`config.mk`:
```
export PLATFORM = sky130hd
export DESIGN_NAME = gpio_input_conditioner
export DESIGN_NICKNAME = d
export VERILOG_FILES = /design/src/rtl/gpio_pkg.sv /design/src/rtl/gpio_debounce_channel.sv /design/src/rtl/gpio_input_conditioner.sv
export SDC_FILE = /design/constraint.sdc
export NUM_CORES = 1
export LEC_CHECK = 0
export ABC_AREA = 1
export CORE_MARGIN = 2
export CORE_UTILIZATION = 42
export DETAILED_ROUTE_END_ITERATION = 12
export PLACE_DENSITY = 0.77
export SYNTH_ARGS = -nofsm -noshare
export SYNTH_HDL_FRONTEND = slang
export SYNTH_HIERARCHICAL = 1
export SYNTH_SLANG_ARGS = --single-unit
```
`constraint.sdc`:
```
create_clock -name clk -period 1.5 [get_ports clk]
set_clock_uncertainty 0.2 [all_clocks]
set_input_delay 0.375 -clock clk [delete_from_list [all_inputs] [get_ports clk]]
set_output_delay 0.375 -clock clk [all_outputs]
set_load 0.02 [all_outputs]
```
`src/rtl/gpio_pkg.sv`:
```
// gpio_pkg: shared defaults for the GPIO input conditioner (debounce enabled by GPIO_IN_DEBOUNCE_EN)
package gpio_pkg;
   localparam int GPIO_CHANNELS      = 4;
   localparam int GPIO_DEBOUNCE_BITS = 8;
`ifdef GPIO_IN_DEBOUNCE_EN
   localparam bit GPIO_DEBOUNCE_EN   = 1'b1;
`else
   localparam bit GPIO_DEBOUNCE_EN   = 1'b0;
`endif
endpackage

```
`src/rtl/gpio_debounce_channel.sv`:
```
// gpio_debounce_channel: sync, optional debounce (GPIO_IN_DEBOUNCE_EN), accepted level and edge pulses for one pin
module gpio_debounce_channel
   import gpio_pkg::*;
#(
   parameter int DEBOUNCE_BITS = GPIO_DEBOUNCE_BITS
) (
   input  logic                     clk,
   input  logic                     rst_n,
   input  logic                     i_pin_raw,
   input  logic [DEBOUNCE_BITS-1:0] i_limit,
   input  logic                     i_rise_en,
   input  logic                     i_fall_en,
   output logic                     o_stable,
   output logic                     o_rise,
   output logic                     o_fall
);
   logic r_s1, r_s2, r_stable, r_rise, r_fall;
   logic w_accept;
   // two-flop synchroniser on the raw pad input
   always_ff @(posedge clk or negedge rst_n)
      if (!rst_n) {r_s2, r_s1} <= 2'b00;
      else        {r_s2, r_s1} <= {r_s1, i_pin_raw};
`ifdef GPIO_IN_DEBOUNCE_EN
   logic [DEBOUNCE_BITS-1:0] r_cnt;
   assign w_accept = (r_s2 != r_stable) && (r_cnt >= i_limit);
   // count while the synced level disagrees; any agreement or acceptance restarts it, and it stops at the limit
   always_ff @(posedge clk or negedge rst_n)
      if (!rst_n) r_cnt <= '0;
      else        r_cnt <= (r_s2 == r_stable || w_accept) ? '0 : r_cnt + 1'b1;
`else
   logic w_unused;
   assign w_unused = ^i_limit;
   assign w_accept = r_s2 != r_stable;
`endif
   // accepted level plus registered edge pulses on the edge it changes
   always_ff @(posedge clk or negedge rst_n)
      if (!rst_n) begin
         r_stable <= 1'b0;
         r_rise   <= 1'b0;
         r_fall   <= 1'b0;
      end else begin
         r_stable <= w_accept ? r_s2 : r_stable;
         r_rise   <= w_accept & r_s2 & i_rise_en;
         r_fall   <= w_accept & ~r_s2 & i_fall_en;
      end
   assign o_stable = r_stable;
   assign o_rise   = r_rise;
   assign o_fall   = r_fall;
endmodule

```
`src/rtl/gpio_input_conditioner.sv`:
```
// gpio_input_conditioner: per-pin conditioning, sticky edge events and irq (debounce enabled by GPIO_IN_DEBOUNCE_EN)
module gpio_input_conditioner
   import gpio_pkg::*;
#(
   parameter int CHANNELS      = GPIO_CHANNELS,
   parameter int DEBOUNCE_BITS = GPIO_DEBOUNCE_BITS
) (
   input  logic                     clk,
   input  logic                     rst_n,
   input  logic [CHANNELS-1:0]      pins_raw,
   output logic [CHANNELS-1:0]      pins_i,
   input  logic [DEBOUNCE_BITS-1:0] debounce_limit,
   input  logic [CHANNELS-1:0]      rise_en,
   input  logic [CHANNELS-1:0]      fall_en,
   input  logic [CHANNELS-1:0]      event_clr,
   output logic [CHANNELS-1:0]      events,
   output logic                     irq
);
   logic [CHANNELS-1:0] w_rise, w_fall, r_events;
   for (genvar g = 0; g < CHANNELS; g++) begin : g_ch
      gpio_debounce_channel #(.DEBOUNCE_BITS(DEBOUNCE_BITS)) u_ch (
         .clk       (clk),
         .rst_n     (rst_n),
         .i_pin_raw (pins_raw[g]),
         .i_limit   (debounce_limit),
         .i_rise_en (rise_en[g]),
         .i_fall_en (fall_en[g]),
         .o_stable  (pins_i[g]),
         .o_rise    (w_rise[g]),
         .o_fall    (w_fall[g])
      );
   end
   // sticky events; a new edge beats a same-cycle clear
   always_ff @(posedge clk or negedge rst_n)
      if (!rst_n) r_events <= '0;
      else        r_events <= (r_events & ~event_clr) | w_rise | w_fall;
   assign events = r_events;
   assign irq    = |r_events;
endmodule

```
# After elaboration in Yosys (flattened, before gate mapping)
# Cells that the tools add are included.
# word_totals
input_bits	26
regBits	24
# op_classes
n_bitwise	24
eq_ne	4
n_reduce_logical	1
# ops
cell	n
bitwise AND 1 bit	16
OR 4 bit	2
bitwise AND 4 bit	1
!= test 1 bit	4
NOT 1 bit	4
NOT 4 bit	1
OR reduction 4 bit	1

# Depth between registers and ports, before layout
# depth
word_depth	4
ltp_mapped	5
depth_no_buf	5

# Modules after synthesis
# The synthesis kept the hierarchy.
# modules_own_cells
module	area_each_um2	cells_per_inst	seq_area_each_um2	n_inst
gpio_debounce_channel	187.7	17	125.1	4
gpio_input_conditioner	171.4	23	100.1	1

# Least setup slack after synthesis
# Ideal clock, no wire load.
# synth_timing
path_kind	register -> output
from	reg r_events[3], in the netlist events[3]
to	out irq
path_buffers	0
path_slack_ps	220
path_stages_with_launch	3
arrival_time_ps	705
required_time_ps	925
cell_sequence	dfrtp_1 nor2_1 nand2_1
# synth_via
elab_chain_cells	1
# synth_rtl
item	line	source
start, declared	gpio_input_conditioner.sv:19	logic [CHANNELS-1:0] w_rise, w_fall, r_events;
start signal, assigned	gpio_input_conditioner.sv:36	else r_events <= (r_events & ~event_clr) | w_rise | w_fall;
OR reduction 4 bit	gpio_input_conditioner.sv:38	assign irq = |r_events;
end, declared	gpio_input_conditioner.sv:17	output logic irq
# Every way passes these cells.

# Worst setup path after layout
# layout_timing
from	reg r_events[0], in the netlist events[0]
to	out irq
# Same word-level chain as after synthesis.

==> implementation parameters <==
Parameter                              Value

Run status
  Result of the run ... finished, violations left
  Violated checks ... negative setup slack

Clock tree
  Clock Sink Count ... 24
  Clock transition at path regs ... 120 ps
  CTS tree ... built
  Largest buffer count on any clock path ... 2
  Clock network latency to the later pin of the worst-skew pair ... 300 ps
  Count of hold-fix buffers inserted at cts ... 0
  H-Tree Level Count ... 1
  CTS root buf ... sky130_fd_sc_hd__clkbuf_4
  Clock buffer count from CTS ... 3

Routing
  DR vias ... ~630
  Final ANT Viol Nets ... 0
  WL final ... 1310 um
  Initial drt markers ... 4
  First drt pass iteration count ... 2
  Residual DRC count ... 0
  Via-to-Cell Ratio ... 4.08
  WL per Instance ... roughly 8.5 um

Global routing
  GRT Residual Overflow ... 0
  Tot GR Track Use ... 12.3%
  Via count of the first global-routing pass ... 586
  First-pass GRT wire length ... 2330 um
  Met3 GRT Util ... 2.63%
  Number of antenna violations at the first check in global routing ... 0
  Maximum number of pins on one net before global-route repair ... 25
  Busiest grt layer ... met2
  Met2 Resource Use GR ... a little under a quarter
  Met1 Resource Use GR ... a little over an eighth

Placement
  Placed Instances ... 149
  Half-perimeter wire length after placement ... 1030 um
  Weighted congestion reported at the end of routability-driven placement ... 0.663
  Cell Area, Placed ... roughly 1300 um2
  Port-buffer cells ... 26
  Post-Place Setup Slack ... -128 ps

Setup path
  FF-to-FF Start ... g_ch[0].u_ch/o_stable$_DFFE_PN0P_
  Data arrival time of the worst path ... 1020 ps
  Setup slack, reg-to-reg ... 220 ps
  Delay of the slowest cell on the worst path ... around 410 ps
  Crit Path Class ... flop to output port
  Crit-path max FO ... 3
  Crit path max-delay family ... flip-flops
  Startpoint kind of the worst setup timing path ... flop
  Bufs and invs on worst path ... 1
  Number of gates on the worst path with buffers counted ... 3
  RR Endpoint ... g_ch[0].u_ch/o_stable$_DFFE_PN0P_
  Element type at the critical path end ... output port
  Critical-path top delay cell ... sky130_fd_sc_hd__dfrtp_1
  Cells along the critical path ... nor2_1 -> nand2_1 -> buf_6
  Number of cells on the worst reg-to-reg path ... 5
  Critical path required time ... approximately 900 ps

STA
  Worst path setup slack after routing ... -97.4 ps
  Number of setup violations in the final report ... 1
  Max Clock Freq ... 0.626 GHz
  Period utilization ... 106%
  Unrepaired setup endpoints after global routing ... true
  Fin Setup TNS ... -97.4 ps
  Worst slew pin tran ... 126 ps
  Max-slew headroom ... 91.6%
  Minimum clock period ... roughly 1600 ps
  Final hold violation count ... 0
  Number of pins with negative max-slew slack in the final report ... 0

Power and ir drop
  Power per Cell Area ... 1490 nW/um2
  Leakage ... 0.768 nW
  Max VDD drop ... 0.000840 V

Logic synthesis
  Synth Cell Area ... 922 um2
  Main area contributors after synthesis ... sky130_fd_sc_hd__dfrtp_1 65%, sky130_fd_sc_hd__nand2_1 12%, sky130_fd_sc_hd__ha_1 11%, sky130_fd_sc_hd__inv_1 9.8%, sky130_fd_sc_hd__nor2_1 2.4%
  Syn avg cell area ... 10.1 um2
  Number of cells produced by synthesis ... 91
  Warnings, synthesis ... 6
  Yosys top cell area share ... 65.1%
  Sequential area share after synthesis ... around 65%
  Net Count, Synth ... 125
  Synthesis-stage register bit count ... 24
  Yosys top cell by area ... sky130_fd_sc_hd__dfrtp_1
  Count of cell types in the netlist ... 5

Die
  I/O pin count ... 35
  Initial standard-cell utilization of the core ... 45.6%
  Total number of placement rows ... 16
  Die Area ... roughly 2600 um2
  Die Width ... approximately 50 um
  Die outline height ... 50.9 um
  Standard cell core area ... 2020 um2

Worst hold path
  Count of cells along the worst hold path ... 0
  Startpoint of the worst hold path ... g_ch[3].u_ch/r_s1$_DFF_PN0_
  HP Class ... flop to flop
  Terminating pin of the worst hold path ... g_ch[3].u_ch/r_s2$_DFF_PN0_

Layout
  Finished Layout Cells ... 155
  Layout Utilization ... 64.2%
  ANT cells ... 0
  Post-layout nets ... 163
  Fraction of layout cells with a size suffix above 1 ... 15.6%
  Post-route cell area ... 1300 um2
  Syn-to-layout area delta ... 40.7%

Flow run
  Max-cap violation count ... 0
## stage by stage
step           hold WS [ps]  power (mW)
3_3_place_gp            133        1.60
3_5_place_dp            135        1.65
4_1_cts                 168        1.87
5_1_grt                 174        2.10
2_1_floorplan          -121        1.24
6_report                164        1.94
## logic make-up (layout without fill, tap and decap cells)
logic type	count (synthesis)	in the layout	synth area share (%)
flip-flops	24	24	65.1
adder cells (fa/ha/maj)	8	8	10.9
buffers and inverters	24	61	9.77
AND/OR/NAND/NOR	35	35	14.2
## timing repair
| item | CTS | global route |
|---|---|---|
| setup endpoints to repair | 9 | 7 |
| setup buffers | 0 | 2 |
| resized for setup | 36 | 8 |
| pin swaps | 0 | 1 |
## cell usage in the layout, fill, tap and decap left out
cell	count
sky130_fd_sc_hd__ha_1	8
sky130_fd_sc_hd__buf_2	5
sky130_fd_sc_hd__buf_6	4
sky130_fd_sc_hd__clkbuf_8	1
sky130_fd_sc_hd__clkdlybuf4s50_1	17
sky130_fd_sc_hd__nand2_1	29
sky130_fd_sc_hd__inv_1	24
sky130_fd_sc_hd__buf_12	1
sky130_fd_sc_hd__dfrtp_1	24
sky130_fd_sc_hd__clkbuf_4	3
sky130_fd_sc_hd__buf_4	6
sky130_fd_sc_hd__nor2_1	6
## synthesized netlist by cell type
| library cell | number |
|---|---|
| sky130_fd_sc_hd__inv_1 | 24 |
| sky130_fd_sc_hd__dfrtp_1 | 24 |
| sky130_fd_sc_hd__nand2_1 | 29 |
| sky130_fd_sc_hd__nor2_1 | 6 |
| sky130_fd_sc_hd__ha_1 | 8 |
## where the power goes
part | leakage (nW) | switching, mW | internal [mW]
Combinational | 0.449 | 0.388 | 0.368
Sequential | 0.299 | 0.0756 | 0.781
Clock | 0.0210 | 0.176 | 0.148
Total | 0.768 | 0.639 | 1.30
## worst max-delay path by stage
stage	end	slack [ps]	start
after floorplan	irq	220	events[3]$_DFF_PN0_
after global placement	irq	-130	events[3]$_DFF_PN0_
after detailed placement	irq	-130	events[3]$_DFF_PN0_
after CTS	irq	-100	events[1]$_DFF_PN0_
after global routing	irq	-180	events[0]$_DFF_PN0_
final	irq	-100	events[0]$_DFF_PN0_
## area by class of cell
| type | instances | area, um2 |
|---|---|---|
| Clock buffer | 4 | 36.3 |
| Fill cell | 149 | 724 |
| Inverter | 24 | 90.1 |
| Multi-Input combinational cell | 43 | 231 |
| Sequential cell | 24 | 601 |
| Tap cell | 27 | 33.8 |
| Timing Repair Buffer | 33 | 305 |
## registers in the layout, indices dropped and copies added (netlist names)
signal              cells
events                  4
g_ch.u_ch/o_fall        4
g_ch.u_ch/o_rise        4
g_ch.u_ch/r_s1          4
g_ch.u_ch/r_s2          4
g_ch.u_ch/o_stable      4
## per-layer routing
metal  share of wire (%)  wire (um)
met5                   0          0
met1                  41        543
met2                  53        691
met4                 1.2         16
met3                 4.8         63
Note: power is estimated with default switching activity, not from simulation.
